### config.mk
export PLATFORM = sky130hd
export DESIGN_NAME = capture_ctrl
export DESIGN_NICKNAME = d
export VERILOG_FILES = /design/src/rtl/capture_pkg.sv /design/src/rtl/capture_ctrl.sv
export SDC_FILE = /design/constraint.sdc
export NUM_CORES = 1
export LEC_CHECK = 0
export ABC_CLOCK_PERIOD_IN_PS = 4400
export CORE_UTILIZATION = 40
export DETAILED_ROUTE_END_ITERATION = 8
export PLACE_DENSITY = 0.64
export SLEW_MARGIN = 25
export SYNTH_ARGS = -nofsm -noshare
export SYNTH_HDL_FRONTEND = slang
export SYNTH_SLANG_ARGS = --single-unit
### constraint.sdc
create_clock -name clk_i -period 4.4 [get_ports clk_i]
set_clock_uncertainty 0.05 [all_clocks]
set_input_delay 0.88 -clock clk_i [delete_from_list [all_inputs] [get_ports clk_i]]
set_output_delay 0.88 -clock clk_i [all_outputs]
set_load 0.01 [all_outputs]
### src/rtl/capture_pkg.sv
`default_nettype none
// +----------------------------------------------------------------------+
// | capture_pkg : shared types, constants and count decode for capture   |
// | Revision    : 1.0                                                    |
// +----------------------------------------------------------------------+
package capture_pkg;

  localparam int CNT_W    = 18;
  localparam int CNT_UNIT = 4;

  localparam logic [2:0] IDLE_ENC    = 3'd0;
  localparam logic [2:0] ARMED_ENC   = 3'd1;
  localparam logic [2:0] DELAY_ENC   = 3'd2;
  localparam logic [2:0] RD_ADDR_ENC = 3'd3;
  localparam logic [2:0] RD_DATA_ENC = 3'd4;
  localparam logic [2:0] SEND_ENC    = 3'd5;

  typedef enum logic [2:0] {
    ST_IDLE    = IDLE_ENC,
    ST_ARMED   = ARMED_ENC,
    ST_DELAY   = DELAY_ENC,
    ST_RD_ADDR = RD_ADDR_ENC,
    ST_RD_DATA = RD_DATA_ENC,
    ST_SEND    = SEND_ENC
  } capture_state_t;

  // A field of 0xFFFF wraps to 0; callers treat 0 as the full 2^CNT_W count.
  function automatic logic [CNT_W-1:0] decode_cnt(input logic [15:0] fld);
    logic [CNT_W-1:0] ext;
    ext = {{(CNT_W-16){1'b0}}, fld} + CNT_W'(1);
    return ext * CNT_W'(CNT_UNIT);
  endfunction

endpackage
`default_nettype wire

### src/rtl/capture_ctrl.sv
`default_nettype none
// +----------------------------------------------------------------------+
// | capture_ctrl : ring-buffer sample capture, post-trigger delay and    |
// |                newest-first readback to the transmitter              |
// | Revision     : 1.0                                                   |
// +----------------------------------------------------------------------+
module capture_ctrl
  import capture_pkg::*;
#(
  parameter int DEPTH_LOG2 = 10,
  parameter int SMPL_W     = 32
) (
  input  logic                  clk_i,
  input  logic                  rst_in,
  input  logic [31:0]           cmd_i,
  input  logic                  set_cnt_i,
  input  logic                  arm_i,
  input  logic                  run_i,
  input  logic                  stb_i,
  input  logic [SMPL_W-1:0]     smpls_i,
  output logic                  we_o,
  output logic [DEPTH_LOG2-1:0] addr_o,
  output logic [SMPL_W-1:0]     din_o,
  input  logic [SMPL_W-1:0]     dout_i,
  output logic [SMPL_W-1:0]     tx_data_o,
  output logic                  tx_valid_o,
  input  logic                  tx_ready_i,
  output logic                  busy_o
);

  localparam int                    C_DEPTH     = 1 << DEPTH_LOG2;
  localparam logic [CNT_W-1:0]      C_DEPTH_CNT = CNT_W'(C_DEPTH);
  localparam logic [DEPTH_LOG2:0]   C_DEPTH_REM = (DEPTH_LOG2+1)'(C_DEPTH);
  localparam logic [DEPTH_LOG2:0]   C_REM_ONE   = (DEPTH_LOG2+1)'(1);
  localparam logic [DEPTH_LOG2-1:0] C_PTR_ONE   = DEPTH_LOG2'(1);
  localparam logic [CNT_W-1:0]      C_CNT_ONE   = CNT_W'(1);

  capture_state_t          state_q, state_d;
  logic [DEPTH_LOG2-1:0]   wr_ptr_q, wr_ptr_d;
  logic [DEPTH_LOG2-1:0]   rd_ptr_q, rd_ptr_d;
  logic [CNT_W-1:0]        dly_ctr_q, dly_ctr_d;
  logic [DEPTH_LOG2:0]     remaining_q, remaining_d;
  logic [15:0]             read_fld_q, read_fld_d;
  logic [15:0]             delay_fld_q, delay_fld_d;
  logic [SMPL_W-1:0]       tx_data_q, tx_data_d;
  logic                    tx_valid_q, tx_valid_d;

  logic [CNT_W-1:0]        w_read_cnt;
  logic [CNT_W-1:0]        w_delay_cnt;
  logic [CNT_W-1:0]        w_dly_next;
  logic [DEPTH_LOG2:0]     w_rem_init;
  logic [DEPTH_LOG2-1:0]   w_wr_ptr_inc;
  logic                    w_capturing;

  assign w_read_cnt   = decode_cnt(read_fld_q);
  assign w_delay_cnt  = decode_cnt(delay_fld_q);
  assign w_dly_next   = dly_ctr_q + C_CNT_ONE;
  assign w_wr_ptr_inc = wr_ptr_q + C_PTR_ONE;
  assign w_capturing  = (state_q == ST_ARMED) || (state_q == ST_DELAY);

  // A zero decode means the wrapped maximum, which always exceeds the depth.
  assign w_rem_init = ((w_read_cnt == '0) || (w_read_cnt > C_DEPTH_CNT))
                      ? C_DEPTH_REM : w_read_cnt[DEPTH_LOG2:0];

  // Memory write path is combinational so the write lands on the strobe edge.
  assign we_o       = stb_i & w_capturing;
  assign din_o      = smpls_i;
  assign addr_o     = w_capturing ? wr_ptr_q : rd_ptr_q;
  assign tx_data_o  = tx_data_q;
  assign tx_valid_o = tx_valid_q;
  assign busy_o     = (state_q != ST_IDLE);

  always_comb begin
    state_d     = state_q;
    wr_ptr_d    = wr_ptr_q;
    rd_ptr_d    = rd_ptr_q;
    dly_ctr_d   = dly_ctr_q;
    remaining_d = remaining_q;
    read_fld_d  = read_fld_q;
    delay_fld_d = delay_fld_q;
    tx_data_d   = tx_data_q;
    tx_valid_d  = tx_valid_q;

    case (state_q)
      ST_IDLE: begin
        if (set_cnt_i) begin
          read_fld_d  = cmd_i[15:0];
          delay_fld_d = cmd_i[31:16];
        end
        if (arm_i) begin
          state_d = ST_ARMED;
        end
      end

      ST_ARMED: begin
        if (stb_i) begin
          wr_ptr_d = w_wr_ptr_inc;
        end
        if (run_i) begin
          state_d   = ST_DELAY;
          dly_ctr_d = stb_i ? C_CNT_ONE : '0;
        end
      end

      ST_DELAY: begin
        if (stb_i) begin
          wr_ptr_d  = w_wr_ptr_inc;
          dly_ctr_d = w_dly_next;
          if (w_dly_next == w_delay_cnt) begin
            state_d     = ST_RD_ADDR;
            rd_ptr_d    = wr_ptr_q;
            remaining_d = w_rem_init;
          end
        end
      end

      ST_RD_ADDR: begin
        state_d = ST_RD_DATA;
      end

      ST_RD_DATA: begin
        tx_data_d  = dout_i;
        tx_valid_d = 1'b1;
        state_d    = ST_SEND;
      end

      ST_SEND: begin
        if (tx_ready_i) begin
          tx_valid_d = 1'b0;
          if (remaining_q == C_REM_ONE) begin
            state_d = ST_IDLE;
          end else begin
            rd_ptr_d    = rd_ptr_q - C_PTR_ONE;
            remaining_d = remaining_q - C_REM_ONE;
            state_d     = ST_RD_ADDR;
          end
        end
      end

      default: begin
        state_d    = ST_IDLE;
        tx_valid_d = 1'b0;
      end
    endcase
  end

  always_ff @(posedge clk_i or negedge rst_in) begin
    if (!rst_in) begin
      state_q     <= ST_IDLE;
      wr_ptr_q    <= '0;
      rd_ptr_q    <= '0;
      dly_ctr_q   <= '0;
      remaining_q <= '0;
      read_fld_q  <= '0;
      delay_fld_q <= '0;
      tx_data_q   <= '0;
      tx_valid_q  <= 1'b0;
    end else begin
      state_q     <= state_d;
      wr_ptr_q    <= wr_ptr_d;
      rd_ptr_q    <= rd_ptr_d;
      dly_ctr_q   <= dly_ctr_d;
      remaining_q <= remaining_d;
      read_fld_q  <= read_fld_d;
      delay_fld_q <= delay_fld_d;
      tx_data_q   <= tx_data_d;
      tx_valid_q  <= tx_valid_d;
    end
  end

endmodule
`default_nettype wire

## After elaboration in Yosys (flattened, before gate mapping)

Index checks and enable logic that the tools add are counted.

- Bits in registers: 117
- Input port bits: 103
- Output and inout port bits: 77
- Word-level logic and storage cells: 71

- Add/sub/neg operators: 6
- Mux-type cells: 25
- Equality and inequality tests: 13
- Reductions and logical operators: 15
- Bitwise operators: 2
- $lt $le $gt $ge: 1

Operator list:

| cell | number |
|---|---|
| 11-bit two-way mux | 5 |
| 10-bit two-way mux | 5 |
| 18-bit two-way mux | 2 |
| 18-bit case mux with 2 select lines | 1 |
| 16-bit by 1-bit adder with 16-bit output (second input constant) | 2 |
| 11-bit case mux with 2 select lines | 1 |
| 10-bit case mux with 2 select lines | 1 |
| 18-bit by 1-bit adder with 18-bit output (second input constant) | 1 |
| 18-bit == test | 1 |
| 18-bit by 11-bit greater-than comparator with 1-bit output (second input constant) | 1 |
| 18-bit zero test | 1 |
| 3-bit case mux with 6 select lines | 1 |
| 3-bit two-way mux | 5 |
| 11-bit by 1-bit == test with 1-bit output (second input constant) | 1 |
| 11-bit by 1-bit subtractor with 11-bit output (second input constant) | 1 |
| 10-bit by 1-bit adder with 10-bit output (second input constant) | 1 |
| 2-bit inequality test (second input constant) | 5 |
| 5-bit AND reduction | 2 |
| 10-bit by 1-bit subtractor with 10-bit output (second input constant) | 1 |
| 3-bit by 2-bit == test with 1-bit output (second input constant) | 2 |
| 3-bit == test (second input constant) | 2 |
| 2-bit AND reduction | 3 |
| 2-bit nonzero test | 2 |
| 4-bit OR reduction | 1 |
| other kinds (12) | 14 |

## Logic depth before layout (Yosys ltp)

Gate-level depths: netlist of the first run.

- Depth in word-level cells: 7
- Depth in mapped cells: 10
- Depth with buffers taken out: 8

## Least setup slack after synthesis of the first run

No wires, ideal clock.

- Path type: register to output
- Start: reg state_q[1]
- End: out addr_o[7]
- Setup slack: 1.768 ns
- Arrival: 1.702 ns
- Data required time: 3.470 ns
- Stages on the path, launching flop included: 7
- Path buffers: 3
- Cells stage by stage: dfrtp_1 buf_2 nor2b_1 o21ba_2 clkbuf_1 clkbuf_1 mux2_2

- Cells in the longest elaborated chain, start to end: 3
- Elaborated cells between the ends (all ways): 4
- Classes of those cells: eq/ne: 2; mux: 1; reduce/logical: 1

RTL lines:

| element | RTL line | text |
|---|---|---|
| start: declaration | capture_ctrl.sv:38 | `capture_state_t state_q, state_d;` |
| start signal: assignment | capture_ctrl.sv:159 | `state_q <= state_d;` |
| 3-bit by 1-bit == test with 1-bit output / 3-bit by 2-bit == test with 1-bit output (equally long branches) | capture_ctrl.sv:59 | `assign w_capturing = (state_q == ST_ARMED) \|\| (state_q == ST_DELAY);` |
| 1-bit logical OR (*) | capture_ctrl.sv:59 |  |
| 10-bit two-way mux (*) | capture_ctrl.sv:68 | `assign addr_o = w_capturing ? wr_ptr_q : rd_ptr_q;` |
| end: declaration | capture_ctrl.sv:22 | `output logic [DEPTH_LOG2-1:0] addr_o,` |

Every way passes the cells marked *; elsewhere a longest branch is shown, timed or not.

## Worst setup path in the final report of the first run

- Start: reg state_q[0]
- End: out we_o

- Cells in the longest elaborated chain, start to end: 3
- Elaborated cells between the ends (all ways): 4
- Classes of those cells: eq/ne: 2; bitwise: 1; reduce/logical: 1

RTL lines:

| element | RTL line | text |
|---|---|---|
| 3-bit by 1-bit == test with 1-bit output / 3-bit by 2-bit == test with 1-bit output (equally long branches) | capture_ctrl.sv:59 |  |
| 1-bit logical OR (*) | capture_ctrl.sv:59 |  |
| 1-bit AND (*) | capture_ctrl.sv:66 | `assign we_o = stb_i & w_capturing;` |
| end: declaration | capture_ctrl.sv:21 | `output logic we_o,` |

Marked as above.

==> results.py, run 1 <==
metrics = {
    "worst_setup_path": {
        "critPathMaxFanout": 15,
        "slowest_delay_ps": 570,
        "cp_cell_sequence": "nor2b_1 > o21ba_2 > and2_1 > clkdlybuf4s50_1",
        "cp.required_ps": 3470,
        "crit_slowest_cell": "clkdlybuf4s50_1",
        "cp-end-kind": "output pin",
        "arrival_ps": 2500,
        "worst_setup_path_start_kind": "flip-flop",
        "critPathKind": "flip-flop to output pin",
        "cp_top_family": "simple AND/OR/NAND/NOR gates",
        "worst-path-buf-inv": 1,
    },
    "power_and_ir_drop": {
        "power.internal_uw": 3710,
        "power.share.clock_pct": 25.8,
        "p_leak_uw": 0.00346,
        "max-vdd-ir-drop_uv": 390,
        "p_sw_uw": 2130,
        "power_density_nw_per_um2": 672,
        "seqPwrFrac_pct": 32.8,
        "p_comb_share_pct": 41.4,
        "finalPower_uw": 5830,
        "netSwitchingFraction_pct": 36.4,
    },
    "global_route": {
        "grt_max_degree": 79,
        "grt_overflow_total": 0,
        "track_usage_pct": 20.6,
        "antenna_found_initial": 0,
        "grt_pass1_vias": 5735,
        "grt_pass1_wl_um": 29100,
    },
    "sta": {
        "finalCritPeriodShare_pct": 78.0,
        "slew_headroom_pct": 48.7,
        "rsz0062_at_grt": "no",
        "tightest_slew_ps": 766,
        "fin_tns_setup_ps": 0,
        "fmax_mhz": 291,
        "setup_viol": 0,
        "slew_viol_final": 0,
        "fin_crit_ps": 3430,
        "hold_viol_final": 0,
    },
    "cts": {
        "clkTransAtPathRegs_ps": 60,
        "postCtsSetupRepairBufs": 0,
        "cts_resized": 0,
        "cts-buffers-inserted": 17,
        "root_buffer": "clkbuf_16",
        "hold_buffers": 0,
        "htree_levels": 4,
        "cts_sinks": 117,
        "clk_latency_ps": 410,
        "cts_tree": "yes",
        "cts_buffer_depth": 2,
    },
    "placed_design": {
        "hpwlAfterDp_um": 12500,
        "gp_congestion": 0.853,
        "place_inst": 979,
        "numPortBuffers": 115,
        "place_area_sq_um": 8040,
    },
    "floorplanning": {
        "rows": 47,
        "die_h_um": 134,
        "design.die.area_sq_um": 17900,
        "die_w_um": 134,
        "start_util_pct": 41.5,
        "core_sq_um": 16800,
        "io_pins": 180,
    },
    "drt": {
        "drc": 0,
        "vias_per_cell": 5.64,
        "ant_nets": 0,
        "drtIter0Drc": 405,
        "firstDrtPassIters": 5,
        "wirelength_um": 17500,
        "wl_per_cell_um": 17.3,
        "vias": 5707,
    },
    "cells_and_area": {
        "fillCellCount": 1494,
        "layout-drive-gt1-share_pct": 16.9,
        "fin_area_sq_um": 8680,
        "fin_nets": 888,
        "stdcell_count": 1011,
        "final_core_util_pct": 51.8,
        "antenna_cells": 0,
        "area_growth_pct": 24.9,
    },
    "synthesis": {
        "ys_async_sr_fraction_pct": 100,
        "syn_area_per_cell_sq_um": 9.89,
        "syn_nets": 813,
        "ys.flop_type": "dfrtp_1",
        "synth.yosys.warnings": 0,
        "synth_cells": 703,
        "ys_top_cells_by_count": "dfrtp_1 (117), mux2_2 (70), nand2_1 (57), o21ai_0 (52), nor2_1 (42)",
        "synth-seq-area-share_pct": 42.1,
        "synth_edf_count": 0,
        "ys_ff_latch": 117,
        "yosys.area.top_type": "dfrtp_1",
        "ys_types": 63,
        "synth_most_common_cell": "dfrtp_1",
        "synth.top_cell.area_share_pct": 42.1,
        "netlist_area_sq_um": 6950,
        "synth_area_leaders": "dfrtp_1 (42%), mux2_2 (11%), xnor2_1 (5.0%)",
    },
    "min_path": {
        "min-delay-path-class": "input pin to async pin",
    },
    "run_status": {
        "status": "completed",
    },
    "flow_run": {
        "maxCapViolations": 0,
    },
}
-- final timing paths --
check	start	endpoint	slack, ps	depth (start not counted)
min reg2reg	tx_data_o[0]	tx_data_o[0]	450	1
min in group clk_i	tx_data_o[0]	tx_data_o[0]	450	1
max	state_q[0]	we_o	970	4
max reg2reg	dly_ctr_q[0]	remaining_q[0]	1270	8
min	rst_in	delay_fld_q[3]	450	1
max in group asynchronous	rst_in	tx_data_o[31]	3030	2
-- flip-flops by register name, indices dropped and copies added, names as in the netlist --
name / flops
tx_data_o: 32
dly_ctr_q: 18
delay_fld_q: 16
read_fld_q: 16
remaining_q: 11
rd_ptr_q: 10
wr_ptr_q: 10
state_q: 3
tx_valid_o: 1
-- cells in the final DEF (no fill, tap or decap), types with 8 or more instances in the layout --
master,synthesis,final
a21oi_1,16,16
a31oi_1,19,19
and3_1,14,14
clkbuf_16,0,17
clkdlybuf4s50_1,0,114
dfrtp_1,117,117
inv_1,21,21
mux2_2,70,70
nand2_1,57,57
nand3_1,20,20
nand4_1,20,20
nor2_1,42,40
nor3_1,18,18
nor4_1,12,12
o21ai_0,52,52
o22ai_1,11,11
xnor2_1,40,40
xor2_1,8,8
-- final cells by class --
type	count	area (sq um)	area share, %
Inverter	21	78.8	0.908
Clock buffer	19	443	5.10
Multi-Input combinational cell	499	3560	41.0
Tap cell	220	275	3.17
Timing Repair Buffer	122	1200	13.9
Clock inverter	13	194	2.23
Sequential cell	117	2930	33.7
-- power groups by stage --
| stage | combinational, uW | sequential (uW) | clock [uW] |
|---|---|---|---|
| after global placement | 2350 | 1910 | 0 |
| after floorplan | 1620 | 1850 | 0 |
| after CTS | 2420 | 1910 | 1540 |
| final | 2410 | 1920 | 1500 |
| after global routing | 2640 | 1990 | 1590 |
| after detailed placement | 2400 | 1930 | 0 |
-- stage by stage --
step,hold WS [ps],setup slack (ps)
after global placement,439,1200
after floorplan,417,1770
final,446,966
after CTS,459,976
after global routing,478,765
after detailed placement,439,1130
-- logic make-up after synthesis --
kind of cell    share of synthesized area, %
fa+ha+maj                               1.26
buf+inv                                 6.75
mux                                     11.8
compound gates                          13.1
xor+xnor                                7.02
flops                                   42.1
simple gates                            18.0
-- metal layers --
metal  up-vias  GRT usage [%]  wire length [um]
li1       2685              -                 -
met1      2783           26.4              7720
met2       216           31.9              8160
met3        23           7.11              1260
met4         0           7.83               317
met5         -              0                 0
Note: power is estimated with default switching activity, not from simulation.
==> run 2, diff against run 1 <==
ABC_CLOCK_PERIOD_IN_PS = 3400   (was 4400)
clock period = 3.4 ns   (was 4.4 ns; I/O delays follow)
==> results.py, run 2 (synthesis gave the netlist of run 1 again) <==
metrics = {
    "power_and_ir_drop": {
        "p_sw_uw": 2810,
        "netSwitchingFraction_pct": 37.3,
        "seqPwrFrac_pct": 33.2,
        "max-vdd-ir-drop_uv": 579,
        "power_density_nw_per_um2": 865,
        "power.internal_uw": 4720,
        "power.share.clock_pct": 24.4,
        "p_comb_share_pct": 42.4,
        "p_leak_uw": 0.00347,
    },
    "cts": {
        "postCtsSetupRepairBufs": 0,
        "htree_levels": 4,
        "cts_tree": "yes",
        "cts_sinks": 117,
        "root_buffer": "clkbuf_16",
        "cts_buffer_depth": 2,
        "cts-buffers-inserted": 17,
        "clkTransAtPathRegs_ps": 60,
        "clk_latency_ps": 420,
    },
    "worst_setup_path": {
        "critPathKind": "flip-flop to output pin",
        "worst_setup_path_start_kind": "flip-flop",
        "r2r_start": "dly_ctr_q[0]",
        "cp-end-kind": "output pin",
        "reg2reg_depth": 9,
        "arrival_ps": 2450,
        "endpoint": "we_o",
        "r2r_slack_ps": 320,
        "cp.required_ps": 2670,
        "slowest_delay_ps": 580,
        "crit_slowest_cell": "clkdlybuf4s50_1",
        "setup.worst_path.start": "state_q[0]",
        "critPathMaxFanout": 15,
        "rr_endpoint": "rd_ptr_q[1]",
        "cp_cell_sequence": "nor2b_1 > o21ba_4 > and2_1 > clkdlybuf4s50_1",
    },
    "sta": {
        "fmax_mhz": 314,
        "fin_crit_ps": 3180,
        "fin_tns_setup_ps": 0,
        "slew_viol_final": 0,
        "hold_viol_final": 0,
        "rsz0062_at_grt": "no",
        "setup_viol": 0,
        "slew_headroom_pct": 51.6,
        "tightest_slew_ps": 725,
        "finalCritPeriodShare_pct": 93.6,
    },
    "placed_design": {
        "gp_congestion": 0.948,
        "place_area_sq_um": 8090,
        "numPortBuffers": 115,
        "hpwlAfterDp_um": 13100,
    },
    "cells_and_area": {
        "mostFrequentLayoutCell": "dfrtp_1",
        "fin_area_sq_um": 8700,
        "multiInputGateArea_sq_um": 3570,
        "fin_nets": 893,
        "largest_reg_flops": 32,
        "area.sequential_sq_um": 2930,
        "area_growth_pct": 25.2,
        "final_cell_mix": "dfrtp_1 (117), clkdlybuf4s50_1 (114), mux2_2 (70)",
        "layout-drive-gt1-share_pct": 17.4,
        "antenna_cells": 0,
        "fillCellCount": 1516,
    },
    "drt": {
        "drc": 0,
        "vias": 5757,
        "wl_per_cell_um": 17.9,
        "wirelength_um": 18200,
        "firstDrtPassIters": 5,
        "ant_nets": 0,
        "vias_per_cell": 5.67,
        "drtIter0Drc": 365,
    },
    "floorplanning": {
        "die_h_um": 134,
        "rows": 47,
        "die_w_um": 134,
        "core_sq_um": 16800,
        "design.die.area_sq_um": 17900,
        "io_pins": 180,
        "start_util_pct": 41.5,
    },
    "global_route": {
        "grt_pass1_wl_um": 30600,
        "antenna_found_initial": 0,
        "grt_max_degree": 65,
        "track_usage_pct": 21.7,
        "grt_overflow_total": 0,
        "grt_pass1_vias": 6110,
    },
    "run_status": {
        "status": "completed",
    },
    "flow_run": {
        "maxCapViolations": 0,
    },
    "min_path": {
        "min-delay-path-class": "input pin to async pin",
    },
}
-- run 2: cell count changes in the layout (fill, tap and decap cells not counted), moves of 2 or more --
cell and change:
inv_6 -2, clkinv_4 +2, clkinvlp_4 +2, buf_4 +5
-- run 2: worst max-delay path: cells and delay by family (launching register included) --
family | cells | cell delay (ps)
buf+inv | 1 | 580
simple gates | 2 | 640
flops | 1 | 500
compound gates | 1 | 310
-- run 2: per-layer routing --
layer | global-route usage, % | routed length [um]
met5 | 0 | 0
met4 | 7.95 | 352
met3 | 7.63 | 1500
met2 | 34.7 | 8520
met1 | 26.9 | 7800
-- run 2: repair_timing --
item / CTS / global route
endpoints found under the setup margin: 0 / 1
hold endpoints to repair: 0 / 0
hold buffers: 0 / 0
gates resized for setup: 0 / 1
-- run 2: worst min-delay path by stage --
stage,end,cells past startpoint
2_1_floorplan,delay_fld_q[0],0
3_3_place_gp,tx_data_o[1],1
3_5_place_dp,tx_data_o[6],1
4_1_cts,delay_fld_q[7],1
5_1_grt,delay_fld_q[7],1
6_report,delay_fld_q[5],1
-- run 2: power groups by stage --
stage	Clock, uW	Combinational (uW)	Sequential, uW
4_1_cts	1870	3190	2490
3_5_place_dp	0	3160	2510
3_3_place_gp	0	3110	2480
5_1_grt	1930	3490	2600
6_report	1840	3200	2500
2_1_floorplan	0	2100	2390
-- run 2: cell type report --
class / instances / share of cell area (%)
well taps: 220 / 3.16
clock inverters: 13 / 2.00
multi-input cells: 499 / 41.0
repair buffers: 127 / 14.4
flip-flops and latches: 117 / 33.6
clock buffers: 18 / 4.93
inverters: 21 / 0.906
-- run 2: through the flow --
stage,setup slack (ps),total power (uW),hold slack (ps),util (%),std cells
after floorplan,823,4490,334,-,703
after global routing,91.5,8020,328,51.9,1015
after detailed placement,361,5670,445,48.3,984
after CTS,152,7550,296,51.9,1015
after global placement,483,5590,439,48.3,984
final,218,7530,267,51.9,1015
